$ cat config.mk
export PLATFORM = sky130hd
export DESIGN_NAME = enemy_sprite_scheduler
export DESIGN_NICKNAME = d
export VERILOG_FILES = /design/src/rtl/enemy_sched_pkg.sv /design/src/rtl/sprite_hit_unit.sv /design/src/rtl/enemy_sprite_scheduler.sv
export SDC_FILE = /design/constraint.sdc
export NUM_CORES = 1
export LEC_CHECK = 0
export BUFFER_PORTS_ARGS = -buffer_cell sky130_fd_sc_hd__buf_2
export CORE_UTILIZATION = 55
export CTS_CLUSTER_SIZE = 24
export DETAILED_ROUTE_END_ITERATION = 7
export GPL_TIMING_DRIVEN = 0
export HOLD_SLACK_MARGIN = 0.1
export PLACE_DENSITY = 0.83
export SLEW_MARGIN = 20
export SYNTH_ARGS = -nofsm -noshare
export SYNTH_HDL_FRONTEND = slang
export SYNTH_HIERARCHICAL = 1
export SYNTH_SLANG_ARGS = --single-unit
$ cat constraint.sdc
create_clock -name vga_clk -period 5 [get_ports vga_clk]
set_input_delay 1 -clock vga_clk [delete_from_list [all_inputs] [get_ports vga_clk]]
set_output_delay 1 -clock vga_clk [all_outputs]
set_load 0.02 [all_outputs]
$ cat src/rtl/enemy_sched_pkg.sv
// Shared constants and sprite position type for the enemy sprite scheduler.
package enemy_sched_pkg;
   localparam int SPR_W = 32;
   localparam int SPR_H = 32;
   localparam int IDX_W = 4;
   localparam int OX_W  = $clog2(SPR_W);
   localparam int OY_W  = $clog2(SPR_H);

   typedef struct packed {
      logic [9:0] x;
      logic [9:0] y;
      logic       en;
   } spr_pos_t;
endpackage

$ cat src/rtl/sprite_hit_unit.sv
// Per-enemy hit test: reports coverage of the current pixel and the in-sprite offset.
module sprite_hit_unit
   import enemy_sched_pkg::*;
(
   input  logic [9:0]      DrawX,
   input  logic [9:0]      DrawY,
   input  spr_pos_t        pos,
   output logic            hit,
   output logic [OX_W-1:0] ox,
   output logic [OY_W-1:0] oy
);
   logic [9:0] dx;
   logic [9:0] dy;

   // Unsigned wrap makes pixels left of / above the sprite appear far away, hence a miss.
   always_comb begin
      dx  = DrawX - pos.x;
      dy  = DrawY - pos.y;
      hit = pos.en && (dx < 10'(SPR_W)) && (dy < 10'(SPR_H));
      ox  = dx[OX_W-1:0];
      oy  = dy[OY_W-1:0];
   end
endmodule

$ cat src/rtl/enemy_sprite_scheduler.sv
// Arbitrates one shared sprite ROM among enemies: priority pick, address, ROM-latency alignment,
// animation mirroring and per-frame overlap reporting.
module enemy_sprite_scheduler
   import enemy_sched_pkg::*;
#(
   parameter int  NUM_SPR     = 4,
   parameter int  TRANSP_IDX  = 0,
   parameter int  ANIM_FRAMES = 15,
   localparam int ADDR_W      = $clog2(NUM_SPR*SPR_W*SPR_H),
   localparam int ID_W        = (NUM_SPR > 1) ? $clog2(NUM_SPR) : 1
)
(
   input  logic                    vga_clk,
   input  logic                    Reset,
   input  logic [9:0]              DrawX,
   input  logic [9:0]              DrawY,
   input  logic                    blank,
   input  logic                    frame_start,
   input  logic [NUM_SPR-1:0][9:0] spr_x,
   input  logic [NUM_SPR-1:0][9:0] spr_y,
   input  logic [NUM_SPR-1:0]      spr_en,
   output logic [ADDR_W-1:0]       rom_addr,
   input  logic [IDX_W-1:0]        rom_q,
   output logic                    pix_valid,
   output logic [IDX_W-1:0]        pix_idx,
   output logic [ID_W-1:0]         pix_id,
   output logic                    anim_flip,
   output logic [NUM_SPR-1:0]      coll_mask
);
   localparam int CNT_W = (ANIM_FRAMES > 1) ? $clog2(ANIM_FRAMES) : 1;

   spr_pos_t                     shadow [NUM_SPR];
   logic [NUM_SPR-1:0]           hit;
   logic [NUM_SPR-1:0][OX_W-1:0] ox;
   logic [NUM_SPR-1:0][OY_W-1:0] oy;
   logic                         hit_any;
   logic [ID_W-1:0]              win;
   logic [OX_W-1:0]              ox_sel;
   logic [NUM_SPR-1:0]           coll_term;
   logic [NUM_SPR-1:0]           coll_acc;
   logic [CNT_W-1:0]             frame_cnt;
   logic                         hit_d;
   logic                         blank_d;
   logic [ID_W-1:0]              win_d;
   logic                         opaque;

   function automatic logic multi_hit(input logic [NUM_SPR-1:0] v);
      return (v & (v - NUM_SPR'(1))) != {NUM_SPR{1'b0}};
   endfunction

   for (genvar i = 0; i < NUM_SPR; i++) begin : g_hit
      sprite_hit_unit u_hit (
         .DrawX (DrawX),
         .DrawY (DrawY),
         .pos   (shadow[i]),
         .hit   (hit[i]),
         .ox    (ox[i]),
         .oy    (oy[i])
      );
   end

   // Game-side positions are only taken at frame_start so a frame never tears.
   always_ff @(posedge vga_clk) begin
      if (Reset) begin
         for (int i = 0; i < NUM_SPR; i++) shadow[i] <= '{x: 10'd0, y: 10'd0, en: 1'b0};
      end else if (frame_start) begin
         for (int i = 0; i < NUM_SPR; i++) shadow[i] <= '{x: spr_x[i], y: spr_y[i], en: spr_en[i]};
      end
   end

   // Lowest index wins; scanning downward lets the last hit seen be the winner.
   always_comb begin
      hit_any = 1'b0;
      win     = {ID_W{1'b0}};
      for (int i = NUM_SPR - 1; i >= 0; i--) begin
         hit_any = hit_any | hit[i];
         win     = hit[i] ? ID_W'(i) : win;
      end
   end

   // Mirrored animation frames read columns right-to-left.
   always_comb begin
      if (anim_flip) begin
         ox_sel = OX_W'(SPR_W - 1) - ox[win];
      end else begin
         ox_sel = ox[win];
      end
      rom_addr  = hit_any ? ADDR_W'({win, oy[win], ox_sel}) : {ADDR_W{1'b0}};
      coll_term = (blank && multi_hit(hit)) ? hit : {NUM_SPR{1'b0}};
   end

   assign opaque = hit_d & blank_d & (rom_q != IDX_W'(TRANSP_IDX));

   // Stage 1 waits out the ROM read; stage 2 combines metadata with the returned index.
   always_ff @(posedge vga_clk) begin
      if (Reset) begin
         hit_d     <= 1'b0;
         blank_d   <= 1'b0;
         win_d     <= {ID_W{1'b0}};
         pix_valid <= 1'b0;
         pix_idx   <= {IDX_W{1'b0}};
         pix_id    <= {ID_W{1'b0}};
      end else begin
         hit_d     <= hit_any;
         blank_d   <= blank;
         win_d     <= win;
         pix_valid <= opaque;
         pix_idx   <= opaque ? rom_q : {IDX_W{1'b0}};
         pix_id    <= win_d;
      end
   end

   // Frame-rate housekeeping: animation step counter and overlap accumulation.
   always_ff @(posedge vga_clk) begin
      if (Reset) begin
         frame_cnt <= {CNT_W{1'b0}};
         anim_flip <= 1'b0;
         coll_acc  <= {NUM_SPR{1'b0}};
         coll_mask <= {NUM_SPR{1'b0}};
      end else if (frame_start) begin
         coll_mask <= coll_acc | coll_term;
         coll_acc  <= {NUM_SPR{1'b0}};
         if (frame_cnt == CNT_W'(ANIM_FRAMES - 1)) begin
            frame_cnt <= {CNT_W{1'b0}};
            anim_flip <= ~anim_flip;
         end else begin
            frame_cnt <= frame_cnt + CNT_W'(1);
         end
      end else begin
         coll_acc <= coll_acc | coll_term;
      end
   end
endmodule

---- Word level (Yosys, flattened, before mapping) ----
Memory sizes are Yosys's and may differ from the RTL's.
Index checks and enable logic that the tools add are counted.
storage, ports and cells
  logic and storage cells ................. 80
  output and inout port bits .............. 24
  register bits after elaboration ......... 24
  memories ................................ 1
  ROM bits ................................ 0
  bits in latches ......................... 0
  bits in writable memories ............... 84
  bits of input ports ..................... 112
operators by class
  shifts and indexed selects .............. 0
  add/sub/neg operators ................... 11
  equal/unequal tests ..................... 1
  reductions and logical operators ........ 14
  mux-type cells .......................... 21
  bitwise gates (word level) .............. 13
  divide/modulo/power cells ............... 0
  $lt $le $gt $ge ......................... 9
  multipliers ............................. 0
memories
  name    words  bits a word  rd ports  clocked after memory_dff  wr ports  RTL line                      RTL
  shadow  4      21           4         0                         4         enemy_sprite_scheduler.sv:32  spr_pos_t shadow [NUM_SPR];
operators with widths
  kind                 number
  $mux 21              4
  $lt 10x6->1 const B  8
  $sub 10x10->10       8
  $bmux 5 s2           2
  $mux 5               3
  $mux 12              1
  $logic_and 1x1->1    9
  $mux 2               4
  $mux 4               2
  $reduce_bool 4->1    2
  $or 1x1->1           7
  $mux 1               5
  $sub 5x5->5 const A  1
  $add 4x1->4 const B  1
  $and 4x4->4          1
  $eq 4x4->1 const B   1
  $or 4x4->4           1
  $reduce_or 2->1      2
  $sub 4x1->4 const B  1
  $lt 2x3->1 const B   1
  $and 1x1->1          2
  $not 1->1            2
  $reduce_and 2->1     1

---- Depth between registers and ports, before layout ----
Gate-level depths: netlist of run 1.
  depth after elaboration ................. 13
  gate-level depth with buffers ........... 14
  depth with buffers taken out ............ 13

---- Cells and area by module ----
The synthesis of run 1 kept the hierarchy.
modules (own cells, without submodules)
  module                                 seq. area each (sq um)  cells an instance  times used  area each (sq um)
  enemy_sprite_scheduler                 3,002.9                 334                1           4,381.7
  sprite_hit_unit at g_hit[2].u_hit ...  0.0                     132                2           935.9
  sprite_hit_unit at g_hit[1].u_hit      0.0                     151                1           1,084.8
  sprite_hit_unit at g_hit[0].u_hit      0.0                     129                1           909.6

---- Least setup slack after synthesis of run 1 ----
OpenSTA, ideal clock, no wires.
  path kind ............................... in2out
  start ................................... input DrawY[0]
  end ..................................... output rom_addr[2]
  path buffers ............................ 0
  arrival time ............................ 3,881 ps
  setup slack ............................. 119 ps
  cell stages on the path ................. 13
  required time ........................... 4,000 ps
  cells stage by stage .................... inv_1 -> ha_1 -> fa_1 -> nand2b_1 -> a21oi_1 -> mux2_2 -> a21oi_1 -> o2111ai_1 -> nor4_2 -> nand2b_1 -> o22ai_1 -> a221oi_1 -> mux2i_1
on the way
  elaborated cells between the ends (all ways) .. 24
  those cells by class .................... 5 x add/sub; 4 x order compare; 8 x mux; 3 x bitwise; 4 x reduce/logical
RTL lines
  element                       RTL line                                                    RTL
  start: declaration            enemy_sprite_scheduler.sv:16                                input logic [9:0] DrawY,
  $sub 10x10->10 *              sprite_hit_unit.sv:18                                       dy = DrawY - pos.y;
  $lt 10x6->1 *                 sprite_hit_unit.sv:19                                       hit = pos.en && (dx < 10'(SPR_W)) && (dy < 10'(SPR_H));
  $logic_and 1x1->1 *           sprite_hit_unit.sv:19
  net hit[0]                    enemy_sprite_scheduler.sv:33                                logic [NUM_SPR-1:0] hit;
  $mux 2                        enemy_sprite_scheduler.sv:77                                win = hit[i] ? ID_W'(i) : win;
  $bmux 5 s2                    enemy_sprite_scheduler.sv:84, enemy_sprite_scheduler.sv:86
  $mux 5 (implied by the code)  enemy_sprite_scheduler.sv:84, enemy_sprite_scheduler.sv:86
  $sub 5x5->5                   enemy_sprite_scheduler.sv:84                                ox_sel = OX_W'(SPR_W - 1) - ox[win];
  $mux 5                        enemy_sprite_scheduler.sv:83                                if (anim_flip) begin
  $mux 12 *                     enemy_sprite_scheduler.sv:88                                rom_addr = hit_any ? ADDR_W'({win, oy[win], ox_sel}) : {ADDR_W{1'b0}};
  end: declaration              enemy_sprite_scheduler.sv:22                                output logic [ADDR_W-1:0] rom_addr,
Mark *: on every way through the listed nets, which the timed path passes. The rest lies on a longest branch. The select of a mux whose other input is x is not followed.

---- Final worst setup path of run 1 ----
  start ................................... input DrawY[3]
  end ..................................... output rom_addr[3]
on the way
  elaborated cells between the ends (all ways) .. 24
  those cells by class .................... 5 x add/sub; 4 x order compare; 8 x mux; 3 x bitwise; 4 x reduce/logical
RTL lines
  element                       RTL line
  $sub 10x10->10 *              sprite_hit_unit.sv:18
  $lt 10x6->1 *                 sprite_hit_unit.sv:19
  $logic_and 1x1->1 *           sprite_hit_unit.sv:19
  net hit[2]                    enemy_sprite_scheduler.sv:33
  $mux 2 (3 in a row)           enemy_sprite_scheduler.sv:77
  $bmux 5 s2                    enemy_sprite_scheduler.sv:84, enemy_sprite_scheduler.sv:86
  $mux 5 (implied by the code)  enemy_sprite_scheduler.sv:84, enemy_sprite_scheduler.sv:86
  $sub 5x5->5                   enemy_sprite_scheduler.sv:84
  $mux 5                        enemy_sprite_scheduler.sv:83
  $mux 12 *                     enemy_sprite_scheduler.sv:88
Marks and branches as above.

==> results.toml, run 1 <==
[synth]
yosys_warnings = 6
avgSynthCellArea_um2 = 9.39
synth_seq_area_share_pct = 36.4
yosys-top-cells-area = "edfxtp_1, ha_1, and2_1"
syn-num-nets = 1070
cell_type_contributing_the_most_total_cell_area_after_synthesis = "edfxtp_1"
yosys_most_used_dff = "edfxtp_1"
netlist.area_leader.share_pct = 30.6
yosysUniqueCellTypes = 77
ys_seq_elements = 108
synthCells = 878
async_flop_share_pct = 0
netlist_area_um2 = 8250
synth-edff-count = 84

[sta]
tightest_pin_transition_ns = 0.507
worst_hold_slack_ns = 0.438
timing.slew.headroom_pct = 66.2
worst_setup_skew_after_layout_ns = 0.00486
grt_setup_unrepaired = "true"
number_of_slew_limit_violations_in_the_final_report = 0
timing.final.setup_violations = 9
post-route-min-period_ns = 5.19
timing.final.hold_violations = 0
final_critical_path_setup_slack_ns = -0.195
highest_clock_rate_mhz = 193
layout_worst_path_cycle_share_pct = 104

[clocking]
worstSkewPairLatency_ns = 0.36
clock_tree_from_tritoncts = "built"
cts_buffers = 9
hold_buffers = 0
root_buffer_cell = "clkbuf_16"
number_of_buffers_on_the_longest_clock_path = 2
clkSinkCount = 108
clk_pin_slew_ns = 0.07
htree_levels = 3

[setup_path]
rr_worst_depth = 14
cp_top_family = "compound AO/OA/AOI/OAI gates"
start_kind = "primary input"
cp_num_buf_inv = 4
worstReg2RegStart = "shadow[0][11]$_SDFFCE_PN0P_"
crit_slowest_cell = "ha_1"
criticalPathCategory = "primary input to primary output"
rrSetupSlack_ns = 1.68
max_stage_delay_ns = 0.42
capturing_element_type_of_the_critical_path = "primary output"
path_max_fanout = 7
timing.critical_path.arrival_ns = 4.19
cp.required_ns = 4.00
reg2reg_to = "coll_mask[2]$_SDFFE_PP0P_"
path_cells = "buf_2 > ha_1 > and3_1 > a311o_1 > a221oi_2 > mux2i_2 > nor4_4 > buf_6 > buf_6 > or3b_4 > a21oi_4 > a221oi_2 > mux2i_1 > buf_4"

[pwr]
total_power_mw = 2.71
cellPowerDensity_nw_per_um2 = 259
total_leakage_power_nw = 4.65
worst_vdd_drop_v = 0.000222

[final_layout]
synthToLayoutAreaGrowth_pct = 27.2
layout.cells.most_common = "buf_2"
finalCoreUtilization_pct = 71.9
final_design_area_no_fill_um2 = 10500
final_layout_size_suffix_gt1_share_pct = 30.0
final_cell_mix = "buf_2, inv_1, and2_1"
post_layout_nonfiller_instances = 1245
antenna_cells_inserted = 0
fill_cells = 1074
layout.nets = 1248

[routing]
routed_wl_um = 22400
route.antenna.remaining_nets = 0
detail_route.vias_per_cell = 5.88
drc_errors = 0
drt_iter0_drc = 453
routed_wire_length_per_instance_um = 18.0
drtPass1Iterations = 8
vias = 7316

[floorplan]
die-height_um = 124
die-area_um2 = 15500
ioPinCount = 136
rows = 44
die_width_um = 124
floorplan.initialDensity_pct = 56.5
placeableCoreArea_um2 = 14600

[placed_design]
place.port_buffers = 134
finalWeightedCongestion = 0.980
place_area_um2 = 9180
numPlacedInstances = 1197
place_hpwl_um = 15300

[hold_path]
hold_path_startpoint = "win_d[1]$_SDFF_PP0_"
min_to = "pix_id[1]$_SDFF_PP0_"
min_path_cells = 1
hold_path_class = "flip-flop to flip-flop"

[outcome]
failing_checks = "negative setup slack"
status = "complete, but fails checks"

[run]
cap_violations = 0

[global_routing]
antenna_found_initial = 0
grt-ovfl-total = 0
largest_net_degree_at_the_start_of_global_routing = 56
globalRouteTotalUtil_pct = 27.7
grt_first_pass_wirelength_um = 33800
grt_pass1_vias = 6969
==> per-layer routing <==
layer	track usage, %	part of all wire [%]	vias up
met5	0	0	-
met4	12.8	4.2	0
met3	5.84	6.9	76
met2	47.4	49	327
met1	33.3	39	3453
li1	-	-	3460
==> worst max-delay path by stage <==
stage / from / to / slack, ns / cells after the start
global placement: DrawY[0] / rom_addr[3] / -0.69 / 14
floorplan: DrawY[0] / rom_addr[2] / 0.12 / 13
CTS: DrawY[0] / rom_addr[2] / -0.04 / 16
global route: DrawY[3] / rom_addr[3] / -0.29 / 14
detailed placement: DrawY[0] / rom_addr[2] / -0.68 / 15
finish: DrawY[3] / rom_addr[3] / -0.19 / 14
==> worst reg2reg max path: cells and delay by family, from the launching register on <==
| family | cells | cell delay [ns] |
|---|---|---|
| flops | 1 | 0.42 |
| simple gates | 3 | 0.55 |
| xor+xnor | 1 | 0.24 |
| buf+inv | 3 | 0.47 |
| compound gates | 5 | 0.98 |
| fa+ha+maj | 2 | 0.54 |
==> cells by family after synthesis <==
kind of cell | synth area share [%]
multiplexers | 1.74
XOR/XNOR | 4.46
AND/OR/NAND/NOR | 20.0
adder cells (fa/ha/maj) | 12.9
AO/OA/AOI/OAI | 17.3
flip-flops | 36.4
buffers and inverters | 7.15
==> synth_stat cells, types with 9 or more instances <==
| cell | n |
|---|---|
| inv_1 | 124 |
| xor2_1 | 12 |
| nor2b_1 | 19 |
| nand2b_1 | 12 |
| a21o_1 | 16 |
| nor3_1 | 12 |
| and2_1 | 90 |
| a211oi_1 | 9 |
| o21a_1 | 10 |
| nand2_1 | 45 |
| dfxtp_1 | 24 |
| edfxtp_1 | 84 |
| a21oi_1 | 51 |
| xnor2_1 | 30 |
| nor2_1 | 42 |
| ha_1 | 72 |
| o21ai_0 | 26 |
| or3_1 | 10 |
| mux2i_1 | 11 |
| a221oi_1 | 10 |
| and3_1 | 11 |
==> timing repair <==
| action | CTS | global route |
|---|---|---|
| endpoints found under the setup margin | 12 | 12 |
| buffers inserted | 18 | 13 |
| gates cloned | 1 | 0 |
| pin swaps | 34 | 41 |
| resized for setup | 99 | 70 |
==> state kept, by name, indices dropped and copies added (netlist names) <==
register / count
shadow: 84
hit_d: 1
anim_flip: 1
frame_cnt: 4
pix_valid: 1
coll_acc: 4
coll_mask: 4
pix_idx: 4
blank_d: 1
win_d: 2
pix_id: 2
==> layout make-up <==
class                      count  area [µm²]  share of cell area, %
inverter                     124         470                   4.48
tap                          184         230                   2.19
timing repair buffer         167        1030                   9.78
clock inverter                 6        51.3                  0.489
clock buffer                  10         239                   2.28
buffer                        23         169                   1.61
multi-input combinational    623        5300                   50.5
sequential                   108        3000                   28.6
==> stage by stage <==
stage | setup TNS [ns] | setup WS, ns
2_1_floorplan | 0 | 0.119
3_3_place_gp | -27.75 | -0.691
3_5_place_dp | -6.78 | -0.676
4_1_cts | -0.104 | -0.0378
5_1_grt | -2.06 | -0.294
6_report | -0.821 | -0.195
==> report_power, final <==
group          leakage, nW  total [mW]  internal [mW]  switching [mW]
registers             1.10        1.06           1.03          0.0284
clock network        0.152       0.714          0.378           0.336
logic                 3.40       0.939          0.418           0.520
total                 4.65        2.71           1.83           0.885
Power figures use the tool's default switching activity.
==> inputs of run 2 (changes only) <==
Settings changed: CELL_PAD_IN_SITES_DETAIL_PLACEMENT set to 0, CELL_PAD_IN_SITES_GLOBAL_PLACEMENT set to 1, CORE_UTILIZATION 55 to 44, PLACE_DENSITY 0.83 to 0.86.
==> run 2 against run 1 <==
The run ends with design-rule violations, negative setup slack left. Setup slack better by 0.052 ns. Routed wire length is 5.9% lower. Total power down 3.1%. Die area up 25%. Design area decreased by 1.5%. Sequential share of layout area grew 0.42 points. Sequential cell count unchanged. Sequential power about the same. Register-to-register slack got worse by 0.17 ns. Maximum frequency up 1.0%.
==> results.toml, run 2 (synthesis results as in run 1) <==
[pwr]
cellPowerDensity_nw_per_um2 = 254
p_comb_share_pct = 33.9
switching_power_mw = 0.859
power.sequential.fraction_pct = 40.2
total_leakage_power_nw = 4.55
worst_vdd_drop_v = 0.000174
cell_int_power_mw = 1.77
p_sw_share_pct = 32.7
total_power_mw = 2.63
power.clock.fraction_pct = 25.8

[clocking]
clkSinkCount = 108
clock_tree_from_tritoncts = "built"
clk_pin_slew_ns = 0.07
number_of_buffers_on_the_longest_clock_path = 2
root_buffer_cell = "clkbuf_16"
cts_buffers = 9
worstSkewPairLatency_ns = 0.37
htree_levels = 3

[hold_path]
min_to = "pix_id[0]$_SDFF_PP0_"
hold_path_startpoint = "win_d[0]$_SDFF_PP0_"
hold_path_class = "flip-flop to flip-flop"
min_path_cells = 1

[sta]
worst_hold_slack_ns = 0.441
number_of_slew_limit_violations_in_the_final_report = 0
timing.slew.headroom_pct = 69.8
highest_clock_rate_mhz = 194
final_critical_path_setup_slack_ns = -0.143
timing.final.setup_violations = 5
timing.final.hold_violations = 0
worst_setup_skew_after_layout_ns = 0.00825
tightest_pin_transition_ns = 0.450
post-route-min-period_ns = 5.14
layout_worst_path_cycle_share_pct = 103
grt_setup_unrepaired = "true"

[final_layout]
final_design_area_no_fill_um2 = 10300
finalCoreUtilization_pct = 57.0
largest_register = "shadow"
final_layout_size_suffix_gt1_share_pct = 28.3
largest_register_ff_count = 84
layout.cells.most_common = "buf_2"
final_cell_mix = "buf_2, inv_1, and2_1"
layout.nets = 1236
antenna_cells_inserted = 0
synthToLayoutAreaGrowth_pct = 25.3

[floorplan]
die_width_um = 139
placeableCoreArea_um2 = 18100
rows = 49
die-height_um = 139
floorplan.initialDensity_pct = 45.4
ioPinCount = 136
die-area_um2 = 19300

[global_routing]
globalRouteTotalUtil_pct = 21.6
grt_first_pass_wirelength_um = 32300
antenna_found_initial = 1
largest_net_degree_at_the_start_of_global_routing = 33
grt-ovfl-total = 0
grt_pass1_vias = 6415

[setup_path]
reg2reg_to = "coll_mask[1]$_SDFFE_PP0P_"
path_max_fanout = 5
cp_top_family = "compound AO/OA/AOI/OAI gates"
cp_common_cell = "nand2b_4"
path_cells = "buf_12 > inv_4 > ha_4 > fa_2 > nand2b_4 > a21oi_4 > mux2_4 > a21oi_2 > o2111ai_2 > nor4_4 > nand2b_4 > o22ai_4 > a221oi_2 > mux2i_1 > buf_4"
cp.required_ns = 4.00
cp_num_buf_inv = 3
timing.critical_path.arrival_ns = 4.14
start_kind = "primary input"
crit_slowest_cell = "nor4_4"
capturing_element_type_of_the_critical_path = "primary output"
worstReg2RegStart = "shadow[0][11]$_SDFFCE_PN0P_"
criticalPathCategory = "primary input to primary output"
max_stage_delay_ns = 0.40
rr_worst_depth = 15
rrSetupSlack_ns = 1.51
crit_path_start = "DrawY[0]"

[placed_design]
place.port_buffers = 134
preCtsSetupSlack_ns = -0.874
place_area_um2 = 9250
finalWeightedCongestion = 0.893
place_hpwl_um = 16000

[routing]
vias = 6840
detail_route.vias_per_cell = 5.35
drc_errors = 9
route.antenna.remaining_nets = 0
drtPass1Iterations = 8
routed_wl_um = 21000
drt_iter0_drc = 419
routed_wire_length_per_instance_um = 16.5

[outcome]
failing_checks = "design-rule violations, negative setup slack"
status = "complete, but fails checks"

[run]
cap_violations = 0
==> run 2: changes by cell type in the layout (fill, tap and decap cells not counted), moves of 2 or more <==
cell and change:
ha_4 -2, a31oi_2 +2, inv_1 +2, nor2_1 +2
clkbuf_1 +2, buf_4 -8, buf_6 -7, nor4_2 +2
buf_2 +2, nor2_2 -2, buf_12 +2
==> run 2: worst max-delay path by stage <==
| stage | to | cells after the start | slack, ns |
|---|---|---|---|
| 2_1_floorplan | rom_addr[2] | 13 | 0.12 |
| 3_3_place_gp | rom_addr[4] | 14 | -0.88 |
| 3_5_place_dp | rom_addr[3] | 14 | -0.87 |
| 4_1_cts | rom_addr[2] | 15 | -0.19 |
| 5_1_grt | rom_addr[0] | 15 | -0.20 |
| 6_report | rom_addr[3] | 15 | -0.14 |
==> run 2: metrics by stage <==
stage | setup TNS (ns) | std cells
5_1_grt | -1.06 | 1278
3_3_place_gp | -29.52 | 1241
6_report | -0.561 | 1278
4_1_cts | -1.01 | 1270
2_1_floorplan | 0 | 878
3_5_place_dp | -9.59 | 1243
==> run 2: repair_timing <==
action	4_1_cts	5_1_grt
resized for setup	67	80
pin swaps	22	44
setup endpoints to repair	12	12
setup buffers	11	7
hold buffers	0	0
gates cloned	1	1
hold endpoints to repair	0	0
==> run 2: final cells by class <==
cell class	instances	area [µm²]
multi-input cells	623	5240
inverters	124	470
well taps	229	287
clock buffers	11	233
flip-flops and latches	108	3000
plain buffers	22	166
fillers	1612	7810
clock inverters	5	31.3
repair buffers	156	912
==> run 2: per-layer routing <==
layer / up-vias / global-route usage, % / part of all wire, %
met5: - / 0 / 0
met4: 0 / 5.96 / 1.5
met3: 22 / 3.69 / 4.9
met2: 212 / 35.6 / 47
met1: 3166 / 29.3 / 47
li1: 3440 / - / -
==> run 2: power groups by stage <==
stage	Combinational, mW	Sequential (mW)	Clock, mW
global route	0.975	1.06	0.723
floorplan	0.552	1.07	0
global placement	0.737	1.08	0
detailed placement	0.750	1.08	0
CTS	0.796	1.06	0.684
finish	0.891	1.06	0.680
==> inputs of run 3 (changes only) <==
Settings changed: SETUP_SLACK_MARGIN set to 0.02.
==> run 3 against run 2 <==
Maximum frequency about the same. Setup slack about the same. Sequential power hardly changed. Sequential share of layout area barely moved. The run still ends with design-rule violations, negative setup slack left. Non-clock buffer count stayed put. Highest routed layer unchanged. Critical path depth unchanged. Total power about the same. Clock power about the same. Critical endpoint unchanged. Register-to-register slack is essentially flat. Final cell count did not move. First-iteration DRC count decreased by 1.2%.
==> results.toml, run 3 (synthesis results as in run 1) <==
[floorplan]
die_width_um = 139
floorplan.initialDensity_pct = 45.4
rows = 49
placeableCoreArea_um2 = 18100
die-height_um = 139
ioPinCount = 136
die-area_um2 = 19300

[routing]
routed_wire_length_per_instance_um = 16.5
routed_wl_um = 21100
drt_iter0_drc = 414
vias = 6836
route.antenna.remaining_nets = 0
drc_errors = 9
drtPass1Iterations = 8
detail_route.vias_per_cell = 5.35

[final_layout]
antenna_cells_inserted = 0
layout.nets = 1236
largest_register_ff_count = 84
layout.cells.most_common = "buf_2"
largest_register = "shadow"
final_layout_size_suffix_gt1_share_pct = 28.3
final_cell_mix = "buf_2, inv_1, and2_1"
synthToLayoutAreaGrowth_pct = 25.4
finalCoreUtilization_pct = 57.0

[sta]
grt_setup_unrepaired = "true"
highest_clock_rate_mhz = 194
post-route-min-period_ns = 5.14
worst_setup_skew_after_layout_ns = 0.00825
worst_hold_slack_ns = 0.441
timing.final.hold_violations = 0
layout_worst_path_cycle_share_pct = 103
final_critical_path_setup_slack_ns = -0.143
timing.final.setup_violations = 5
tightest_pin_transition_ns = 0.450
number_of_slew_limit_violations_in_the_final_report = 0
timing.slew.headroom_pct = 69.8

[global_routing]
globalRouteTotalUtil_pct = 21.6
grt-ovfl-total = 0
largest_net_degree_at_the_start_of_global_routing = 33
grt_first_pass_wirelength_um = 32300
grt_pass1_vias = 6415
antenna_found_initial = 1

[setup_path]
criticalPathCategory = "primary input to primary output"
cp.required_ns = 4.00
path_max_fanout = 5
capturing_element_type_of_the_critical_path = "primary output"
start_kind = "primary input"
timing.critical_path.arrival_ns = 4.14

[pwr]
worst_vdd_drop_v = 0.000174
total_leakage_power_nw = 4.55
cellPowerDensity_nw_per_um2 = 254

[clocking]
clkSinkCount = 108
cts_buffers = 9
hold_buffers = 0
clk_pin_slew_ns = 0.07
htree_levels = 3
clock_tree_from_tritoncts = "built"
number_of_buffers_on_the_longest_clock_path = 2
root_buffer_cell = "clkbuf_16"
worstSkewPairLatency_ns = 0.37

[placed_design]
finalWeightedCongestion = 0.893
place.port_buffers = 134
place_hpwl_um = 16000

[run]
cap_violations = 0

[outcome]
failing_checks = "design-rule violations, negative setup slack"
status = "complete, but fails checks"

[hold_path]
hold_path_class = "flip-flop to flip-flop"
==> run 3: cell types whose count changed in the layout (fill, tap and decap cells not counted) <==
cell	delta
buf_2	-1
buf_4	+1
==> run 3: timing repair <==
action,in CTS,in global routing
buffers inserted,11,7
resized for setup,67,81
endpoints found under the setup margin,12,12
cloned,1,1
pin swaps,22,44
==> run 3: power by group <==
| part | switching, mW | internal (mW) | total (mW) |
|---|---|---|---|
| clock | 0.342 | 0.338 | 0.680 |
| sequential | 0.0276 | 1.03 | 1.06 |
| combinational | 0.490 | 0.401 | 0.892 |
==> run 3: area by class of cell <==
type	instances	area [µm²]
fill	1611	7810
multi-input combinational	623	5240
sequential	108	3000
timing repair buffer	156	915
inverter	124	470
tap	229	287
clock buffer	11	233
buffer	22	166
clock inverter	5	31.3
==> run 3: critical path: stages <==
cell       delay [ns]
buf_12           0.09
inv_4            0.03
ha_4             0.15
fa_2             0.39
nand2b_4         0.17
a21oi_4          0.17
mux2_4           0.32
a21oi_2          0.15
o2111ai_2        0.15
nor4_4           0.40
nand2b_4         0.27
o22ai_4          0.08
a221oi_2         0.32
mux2i_1          0.27
buf_4            0.17
==> run 3: final timing paths <==
check                           cells past startpoint                        start  slack [ns]                   endpoint
worst max-delay path                               15                     DrawY[0]       -0.14                rom_addr[3]
worst min-delay path                                1          win_d[0]$_SDFF_PP0_        0.44       pix_id[0]$_SDFF_PP0_
worst max register to register                     15  shadow[0][11]$_SDFFCE_PN0P_        1.51  coll_mask[1]$_SDFFE_PP0P_
worst min register to register                      1          win_d[0]$_SDFF_PP0_        0.44       pix_id[0]$_SDFF_PP0_
==> run 3: per-stage QoR <==
stage	worst slack, ns	cells	cell area [µm²]	setup TNS, ns	total power, mW
floorplan	0.119	878	8250	0	1.62
global placement	-0.879	1241	9210	-29.52	1.82
detailed placement	-0.874	1243	9250	-9.59	1.83
CTS	-0.193	1270	9880	-1.01	2.54
global route	-0.202	1278	10300	-1.05	2.76
finish	-0.143	1278	10300	-0.562	2.63
==> run 3: routing by layer <==
metal	global-route usage, %	vias up	share of wire (%)
met2	35.6	202	47
met5	0	-	0
met1	29.3	3172	47
li1	-	3440	-
met4	5.96	0	1.5
met3	3.69	22	4.7
